**src/rtl/led7_pkg.sv**
```systemverilog
// rtl/led7_pkg.sv - segment type and glyph constants for the seven-segment decoder
package led7_pkg;

  typedef logic [6:0] seg7_t;

  // Bit order is {g,f,e,d,c,b,a}, active-high.
  localparam seg7_t SEG_0     = 7'h3F;
  localparam seg7_t SEG_1     = 7'h06;
  localparam seg7_t SEG_2     = 7'h5B;
  localparam seg7_t SEG_3     = 7'h4F;
  localparam seg7_t SEG_4     = 7'h66;
  localparam seg7_t SEG_5     = 7'h6D;
  localparam seg7_t SEG_6     = 7'h7D;
  localparam seg7_t SEG_7     = 7'h07;
  localparam seg7_t SEG_8     = 7'h7F;
  localparam seg7_t SEG_9     = 7'h6F;
  localparam seg7_t SEG_A     = 7'h77;
  localparam seg7_t SEG_B     = 7'h7C;
  localparam seg7_t SEG_C     = 7'h39;
  localparam seg7_t SEG_D     = 7'h5E;
  localparam seg7_t SEG_E     = 7'h79;
  localparam seg7_t SEG_F     = 7'h71;
  localparam seg7_t SEG_DASH  = 7'h40;
  localparam seg7_t SEG_BLANK = 7'h00;

endpackage

```
**src/rtl/led7_seg_lut.sv**
```systemverilog
// rtl/led7_seg_lut.sv - combinational nibble to segment lookup; LED7_HEX_EN selects hex glyphs over dash
module led7_seg_lut
  import led7_pkg::*;
(
  input  logic [3:0] in,
  output seg7_t      seg
);

  always_comb begin
    seg = SEG_BLANK;
    case (in)
      4'h0: seg = SEG_0;
      4'h1: seg = SEG_1;
      4'h2: seg = SEG_2;
      4'h3: seg = SEG_3;
      4'h4: seg = SEG_4;
      4'h5: seg = SEG_5;
      4'h6: seg = SEG_6;
      4'h7: seg = SEG_7;
      4'h8: seg = SEG_8;
      4'h9: seg = SEG_9;
`ifdef LED7_HEX_EN
      4'hA: seg = SEG_A;
      4'hB: seg = SEG_B;
      4'hC: seg = SEG_C;
      4'hD: seg = SEG_D;
      4'hE: seg = SEG_E;
      4'hF: seg = SEG_F;
`else
      // Non-decimal values render as a dash when hex glyphs are disabled.
      4'hA, 4'hB, 4'hC, 4'hD, 4'hE, 4'hF: seg = SEG_DASH;
`endif
      default: seg = SEG_BLANK;
    endcase
  end

endmodule

```
**src/rtl/led7_decoder.sv**
```systemverilog
// rtl/led7_decoder.sv - registered seven-segment digit decoder with blanking; glyph set set by LED7_HEX_EN
module led7_decoder
  import led7_pkg::*;
(
  input  logic       clk,
  input  logic       rst,
  input  logic       on,
  input  logic [3:0] in,
  output logic [6:0] out
);

  seg7_t lut_seg;

  led7_seg_lut u_lut (
    .in  (in),
    .seg (lut_seg)
  );

  // Reset and blanking both force the dark pattern; the decode only reaches
  // the pins when the digit is enabled.
  always_ff @(posedge clk) begin
    if (rst) begin
      out <= SEG_BLANK;
    end else if (!on) begin
      out <= SEG_BLANK;
    end else begin
      out <= lut_seg;
    end
  end

endmodule

```
**config.mk**
```make
export PLATFORM = sky130hd
export DESIGN_NAME = led7_decoder
export DESIGN_NICKNAME = d
export VERILOG_FILES = /design/src/rtl/led7_pkg.sv /design/src/rtl/led7_seg_lut.sv /design/src/rtl/led7_decoder.sv
export SDC_FILE = /design/constraint.sdc
export NUM_CORES = 1
export LEC_CHECK = 0
export CAP_MARGIN = 20
export CELL_PAD_IN_SITES_DETAIL_PLACEMENT = 1
export CELL_PAD_IN_SITES_GLOBAL_PLACEMENT = 1
export CORE_MARGIN = 8
export CORE_UTILIZATION = 30
export CTS_CLUSTER_DIAMETER = 120
export DETAILED_ROUTE_END_ITERATION = 8
export HOLD_SLACK_MARGIN = 0.12
export PLACE_DENSITY = 0.74
export SYNTH_ARGS = -nofsm -noshare
export SYNTH_HDL_FRONTEND = slang
export SYNTH_SLANG_ARGS = --single-unit
```
**constraint.sdc**
```tcl
create_clock -name clk -period 1.2 [get_ports clk]
set_input_delay 0.24 -clock clk [delete_from_list [all_inputs] [get_ports clk]]
set_output_delay 0.24 -clock clk [all_outputs]
set_load 0.01 [all_outputs]
```
; ---- Word level (Yosys, flattened, before mapping)
; Memories as Yosys holds them, arrays and structs flattened. A register that Yosys moved wholly into a read port is not among the register bits.
; Index checks and enable logic that the tools add are counted.
[classes]
bitwise_logic = 1
n_reduce_logical = 1
[op_table]
columns = op, n
row1 = OR reduction 2 bit, 1
row2 = inverter 1 bit, 1
[word_totals]
regBits = 0
rom_bits = 112
input_bits = 7
out_inout_bits = 7
mem_count = 1
[mem_list]
columns = memory, words, width, read_ports, rd_ports_with_merged_regs, write_ports, line
row1 = (name not given), 16, 7, 1, 1, 0, led7_seg_lut.sv:11  ; case (in)

; ---- Logic depth before layout (Yosys ltp)
; Gate-level depths: netlist of the first run.
[depth]
ltp_word = 2
mapped_depth = 5

; ---- By module
; A second synthesis of the first run with hierarchy kept.
[hier_totals]
hier_cells = 43
area_unflattened_um2 = 426.7
[by_module_without_submodules]
columns = mod, instances, cells_each, area_each_um2, seq_area_each_um2
row1 = led7_seg_lut, 1, 29, 225.2, 0.0
row2 = led7_decoder, 1, 14, 201.4, 140.1

; ---- Worst setup path after synthesis of the first run
; OpenSTA, ideal clock, no wires.
[synth_path]
path_kind = input to register
from = in in[1]
to = reg out[0]
setup_ns = 0.088
arrival_ns = 0.896
required_ns = 1.112
slack_ns = 0.216
cell_stages = 4
n_path_buf = 0
path_cell_list = inv_1 ha_1 mux2_4 o32ai_2
[synth_rtl]
columns = item, line
row1 = "start, declared", led7_decoder.sv:8  ; input logic [3:0] in,
row2 = "end, declared", led7_decoder.sv:9  ; output logic [6:0] out

==> results of run 1 <==
per-layer routing:
layer	track usage, %	share of wire, %
met1	7.91	40
met2	12.3	50
met3	2.24	8.7
met4	7.56	1.4
met5	0	0
cell usage in the layout (no fill, tap or decap):
master	instances
a21oi_1	2
a2bb2oi_2	1
and2_1	1
and2b_1	1
buf_4	6
clkbuf_4	3
clkdlybuf4s50_1	3
clkinv_2	1
dfxtp_1	7
dlygate4sd2_1	9
dlymetal6s2s_1	1
ha_1	6
inv_1	2
inv_2	2
mux2_4	1
nand2_1	1
nand2b_1	2
nor2_1	5
nor2_2	1
nor2b_1	2
o211a_1	1
o21a_1	1
o21ai_0	2
o22a_1	1
o22ai_1	1
o32ai_2	1
Yosys cell counts:
cell	count
nand2_1	1
ha_1	6
mux2_4	1
a2bb2oi_2	1
inv_1	4
and2b_1	1
nor2_1	5
o32ai_2	1
o22a_1	1
a21oi_1	2
buf_6	1
and2_1	1
o21ai_0	2
o21a_1	1
o211a_1	1
nor2_2	1
o22ai_1	1
buf_2	1
dfxtp_1	7
nor2b_1	2
nand2b_1	2
tightest hold or removal path, stage by stage:
cell	delay, ns
dlymetal6s2s_1	0.18
nor2_1	0.06
nor2_1	0.09
nor2_1	0.04
per-stage QoR:
step | instances | total power, mW
floorplan | 43 | 0.323
global placement | 75 | 0.390
detailed placement | 75 | 0.394
CTS | 79 | 0.604
global route | 79 | 0.623
finish | 79 | 0.591
worst paths after layout:
path	slack (ns)	cells past startpoint	from	end
worst max-delay path	0.08	4	in[2]	out[0]$_SDFF_PP0_
worst min-delay path	0.41	4	in[3]	out[1]$_SDFF_PP0_
repair_timing:
| item | CTS | global route |
|---|---|---|
| hold buffers | 0 | 0 |
| setup endpoints to repair | 12 | 3 |
| gates resized for setup | 11 | 1 |
| cloned | 0 | 0 |
kinds of logic (layout without fill, tap and decap cells):
kind of cell | Yosys count | after routing
flops | 7 | 7
simple gates | 13 | 13
compound gates | 10 | 10
mux | 1 | 1
buf+inv | 6 | 27
fa+ha+maj | 6 | 6
power by group through the flow:
stage                     clock, mW  combinational [mW]  sequential (mW)
after floorplan                   0              0.0651            0.258
after global placement            0               0.139            0.251
after detailed placement          0               0.142            0.252
after CTS                     0.223               0.134            0.246
after global routing          0.231               0.146            0.247
final                         0.214               0.131            0.246
area by class of cell:
cell class                 instances  area [um2]
inverter                           4        15.0
sequential                         7         140
clock inverter                     1        5.00
fill                             172         692
tap                               15        18.8
multi-input combinational         30         241
clock buffer                       3        22.5
timing repair buffer              19         166
==> summary.txt, run 1 <==
Outcome
  – Status: finished clean

Timing
  – RSZ-0062 raised after global routing: no
  – Min Hold Slack: 0.410 ns
  – Period minus WS final: roughly 1.1 ns
  – Fmax: 0.896 GHz
  – Final period util: around 93%
  – Normalized max-slew margin: 80.3%
  – Slew @ Worst Pin: 0.295 ns
  – Worst Slack Setup Final: 0.0835 ns
  – Final-report setup violation count: 0
  – Setup TNS: 0 ns
  – Final Hold Viols: 0
  – Fin. max-slew vios: 0

Setup path
  – Endpoint arrival time on the critical path: 1.29 ns
  – Startpoint type of the worst setup path: input port
  – Critical-path top delay cell: clkdlybuf4s50_1
  – Crit. End Element: register
  – Top delay family on crit path: buffers and inverters
  – Critical-path maximum fanout: 9
  – Critical path start-end classification: input port to register
  – CP peak stage delay: 0.63 ns
  – Critical path, cell by cell: clkdlybuf4s50_1, and2b_1, nand2_1, o32ai_2
  – Bufs and invs on worst path: 1
  – Worst path required time: 1.37 ns

Global route
  – Vias in the first global route: ~370
  – Initial antenna violation count: 0
  – Overall routing resource usage: 7.78%
  – GRT overflow: 0
  – First-pass GRT wire length: 1.57 mm
  – Largest net degree at the start of global routing: 10

Die
  – # rows: 13
  – Chip width: ~53 um
  – CORE AREA: 1300 um2
  – Initial core utilization: 31.7%
  – Die height: 53.1 um
  – Top Ports: 14
  – Die ar.: approximately 2800 um2

Power
  – Switching share of power: a little over a quarter
  – Static Leakage: 0.321 nW
  – Clock Power Share: around 36%
  – PD cells: 970 nW/um2
  – Seq pwr share: a little over two fifths
  – Worst vdd ir: 0.000262 V
  – Internal: 436 uW
  – Sw Pwr: 156 uW
  – Combinational fraction of design power: 22.2%

Synth
  – Synth Warn #: 0
  – Post-synth top area share: between 30% and 40%
  – Post-synthesis mux area share: 3.64%
  – Compound-gate portion of the synthesized area: roughly 20%
  – Sequential fraction of the synthesis area: 33.9%
  – Yosys reg bits: 7
  – Adder-cell share of the synthesized area: 18.2%
  – Post-Synth Simple-Gate Area: about 16%
  – Cell taking the most area after synthesis: dfxtp_1
  – Cells after Synth: 43
  – Netlist Area Pre-Place: 413 um2
  – Post-synth cell types: 21
  – Syn Area/Cell: 9.60 um2
  – Largest family of logic cells by synthesized area: compound AO/OA/AOI/OAI gates
  – Net Count, Synth: 56
  – Post-Synth XOR/XNOR Area: 0%
  – Ranking of synthesized cells by area: dfxtp_1 (34%), ha_1 (18%), nor2_1 (4.5%)

Layout
  – Nets: 78
  – Area Overhead vs Synth: 47.6%
  – Largest registers: out (7)
  – Register with the most flip-flops: out
  – Post-route cell area: 609 um2
  – Max reg flops: 7
  – Fraction of layout cells with a size suffix above 1: 25.0%
  – Final core utilization: 46.8%
  – # diodes: 0

Clocking
  – CTS Root Cell: clkbuf_4
  – Longest Clk Path Bufs: 2
  – H-tree levels: 1
  – CTS Buf Count: 3
  – Clk pin slew, worst setup/hold paths: 0.06 ns
  – Num Clock Sinks: 7
  – Setup Buffers After CTS: 0
  – CTS tree: built

Detailed routing
  – Detail Route Antenna Nets: 0
  – Wire per inst: 12.5 um
  – DRT iter0 DRCs: 2
  – DRC Markers: 0
  – Routed WL: just under 1 mm
  – Drt pass-1 iters: 4
  – Via density per instance: 4.52
  – DR vias: 357

Placed design
  – Routability congestion estimate from global placement: 0.714
  – Dpl ws: -0.349 ns
  – Port Buffer Count: 13
  – Placed inst area: slightly below 600 um2
  – Dpl hpwl: 834 um

Job
  – Max-Cap Viols: 0

Worst hold path
  – Worst hold path type: input port to register
No activity file was read; power rests on OpenSTA's default activity.
==> run 2, diff against run 1 <==
--- a/config.mk
+++ b/config.mk
@@ -12,7 +12,7 @@
 export CORE_UTILIZATION = 30
 export CTS_CLUSTER_DIAMETER = 120
 export DETAILED_ROUTE_END_ITERATION = 8
-export HOLD_SLACK_MARGIN = 0.12
+export HOLD_SLACK_MARGIN = 0.06
 export PLACE_DENSITY = 0.74
 export SYNTH_ARGS = -nofsm -noshare
 export SYNTH_HDL_FRONTEND = slang
==> results of run 2 <==
Same layout as run 1: the final DEF is identical, and so are final timing and power.
==> run 3, diff against run 2 <==
--- a/config.mk
+++ b/config.mk
@@ -13,7 +13,8 @@
 export CTS_CLUSTER_DIAMETER = 120
 export DETAILED_ROUTE_END_ITERATION = 8
 export HOLD_SLACK_MARGIN = 0.06
-export PLACE_DENSITY = 0.74
+export PLACE_DENSITY = 0.69
+export SETUP_SLACK_MARGIN = 0.5
 export SYNTH_ARGS = -nofsm -noshare
 export SYNTH_HDL_FRONTEND = slang
 export SYNTH_SLANG_ARGS = --single-unit
==> run 3 against run 2 <==
Compared with the run above: first-iteration DRC count decreased by 50%; clock power increased by 3%; power increased by 16%; sequential power about the same; wire length increased by 24%; non-clock buffer count increased by 3; combinational power increased by 67%; critical endpoint unchanged; largest cell class unchanged.
==> summary.txt, run 3 (synthesized netlist as in run 1, its figures left out) <==
Clocking
  – CTS tree: built
  – CTS Hold Bufs: 0 (unchanged)
  – Num Clock Sinks: 7 (unchanged)
  – Longest Clk Path Bufs: 2 (unchanged)
  – CTS Buf Count: 3 (unchanged)
  – CTS Root Cell: clkbuf_4
  – H-tree levels: 1 (unchanged)
  – Clk pin slew, worst setup/hold paths: 0.05 ns (about the same)

Timing
  – Fmax: 1.08 GHz (+20%)
  – Fin. max-slew vios: 0 (unchanged)
  – Final period util: 77.5% (-16 points)
  – RSZ-0062 raised after global routing: yes
  – Final Hold Viols: 0 (unchanged)
  – Normalized max-slew margin: 83.5% (+3.2 points)
  – Slew @ Worst Pin: 0.247 ns (-0.0475 ns)
  – Final-report setup violation count: 0 (unchanged)
  – Setup TNS: 0 ns (unchanged)
  – Period minus WS final: 0.930 ns (-0.187 ns)

Placed design
  – Port Buffer Count: 13 (unchanged)
  – Dpl hpwl: 1.00 mm (+20%)
  – Routability congestion estimate from global placement: 0.738 (+3.4%)

Power
  – PD cells: 826 nW/um2 (-15%)
  – Worst vdd ir: 0.000355 V (+36%)
  – Final Power: 689 uW (+16%)
  – Static Leakage: 0.361 nW (+12%)

Setup path
  – CP peak stage delay: 0.29 ns (-0.34 ns)
  – Critical path start-end classification: input port to register
  – Endpoint arrival time on the critical path: 1.08 ns (-0.21 ns)
  – Critical path, cell by cell: buf_8, buf_6, ha_4, mux2_4, o32ai_4
  – Critical-path top delay cell: mux2_4
  – Worst path required time: 1.35 ns (-0.02 ns)
  – Top delay family on crit path: multiplexers
  – Crit. End Element: register
  – Bufs and invs on worst path: 2 (+1)
  – Critical-path maximum fanout: 2 (-7)
  – Startpoint type of the worst setup path: input port

Layout
  – Most frequent cells in the layout: buf_6 (7), ha_4 (5), dfxtp_1 (4), buf_2 (4)
  – Largest registers: out (7)
  – Commonest non-fill, non-tap cell in the layout: buf_6
  – # diodes: 0 (unchanged)
  – Register with the most flip-flops: out
  – Area Overhead vs Synth: 102%
  – Fraction of layout cells with a size suffix above 1: 73.1% (+48 points)
  – Max reg flops: 7 (unchanged)
  – Nets: 81 (+3.8%)

Die
  – Die height: 53.1 um (unchanged)
  – Die ar.: 2820 um2 (unchanged)
  – # rows: 13 (unchanged)
  – Top Ports: 14 (unchanged)
  – CORE AREA: 1300 um2 (unchanged)
  – Chip width: 53.1 um (unchanged)
  – Initial core utilization: 31.7% (unchanged)

Global route
  – Vias in the first global route: 465 (+27%)
  – Initial antenna violation count: 0 (unchanged)
  – GRT overflow: 0 (unchanged)
  – First-pass GRT wire length: 2.10 mm (+33%)
  – Overall routing resource usage: 10.1% (+2.3 points)
  – Largest net degree at the start of global routing: 10 (unchanged)

Detailed routing
  – DR vias: 390 (+9.2%)
  – Via density per instance: 4.76 (+5.2%)
  – Drt pass-1 iters: 2 (-2)
  – Wire per inst: 15.0 um (+20%)
  – DRT iter0 DRCs: 1 (-1)
  – Detail Route Antenna Nets: 0 (unchanged)
  – Routed WL: 1.23 mm (+24%)
  – DRC Markers: 0 (unchanged)

Worst hold path
  – Hold Path Sink: out[0]$_SDFF_PP0_
  – Worst hold path type: input port to register
  – Hold path start: in[1]
  – Hold path cells: 4 (unchanged)

Job
  – Max-Cap Viols: 0 (unchanged)

Outcome
  – Status: finished clean
run 3: cell count changes in the layout (fill, tap and decap cells not counted), sizes merged:
cell	before	now
clkdlybuf4s50	3	0
clkbuf	3	4
clkinv	1	0
dlymetal6s2s	1	0
buf	6	18
dlygate4sd2	9	1
clkdlybuf4s15	0	3
run 3: worst max-delay path by stage:
stage / end / cells past startpoint / start / slack (ns)
6_report: out[0]$_SDFF_PP0_ / 5 / in[0] / 0.27
2_1_floorplan: out[0]$_SDFF_PP0_ / 4 / in[1] / 0.23
3_3_place_gp: out[0]$_SDFF_PP0_ / 5 / in[1] / -0.49
5_1_grt: out[1] / 1 / out[1]$_SDFF_PP0_ / 0.23
4_1_cts: out[0]$_SDFF_PP0_ / 5 / in[0] / 0.21
3_5_place_dp: out[0]$_SDFF_PP0_ / 5 / in[1] / -0.57
run 3: timing repair:
action,4_1_cts,5_1_grt
resized for setup,76,15
setup endpoints to repair,14,14
setup buffers,2,0
endpoints found under the hold margin,0,0
pin swaps,12,8
run 3: metal layers:
layer,global-route usage (%),up-vias,routed length [um],part of all wire [%]
li1,-,192,-,-
met1,9.15,182,408,33
met2,18.8,13,694,57
met3,4.76,3,107,8.7
met4,3.78,0,16,1.3
met5,0,-,0,0
run 3: per-stage QoR:
| stage | instance area (um2) | util (%) | worst slack (ns) | hold slack [ns] | instances |
|---|---|---|---|---|---|
| floorplan | 473 | - | 0.234 | 0.428 | 43 |
| global placement | 648 | 49.8 | -0.487 | 0.938 | 76 |
| detailed placement | 648 | 49.8 | -0.567 | 0.958 | 76 |
| CTS | 774 | 59.5 | 0.214 | 0.413 | 82 |
| global route | 833 | 64.0 | 0.233 | 0.396 | 82 |
| finish | 833 | 64.0 | 0.270 | 0.395 | 82 |
run 3: area by class of cell:
class,count,area [um2]
Timing Repair Buffer,22,228
Sequential cell,7,144
Inverter,4,42.5
Multi-Input combinational cell,30,374
Fill cell,137,468
Clock buffer,4,26.3
Tap cell,15,18.8
run 3: report_power, final:
part,internal (mW),switching [mW],leakage (nW)
Sequential,0.245,0.00364,0.0586
Combinational,0.120,0.0997,0.287
Clock,0.127,0.0931,0.0150
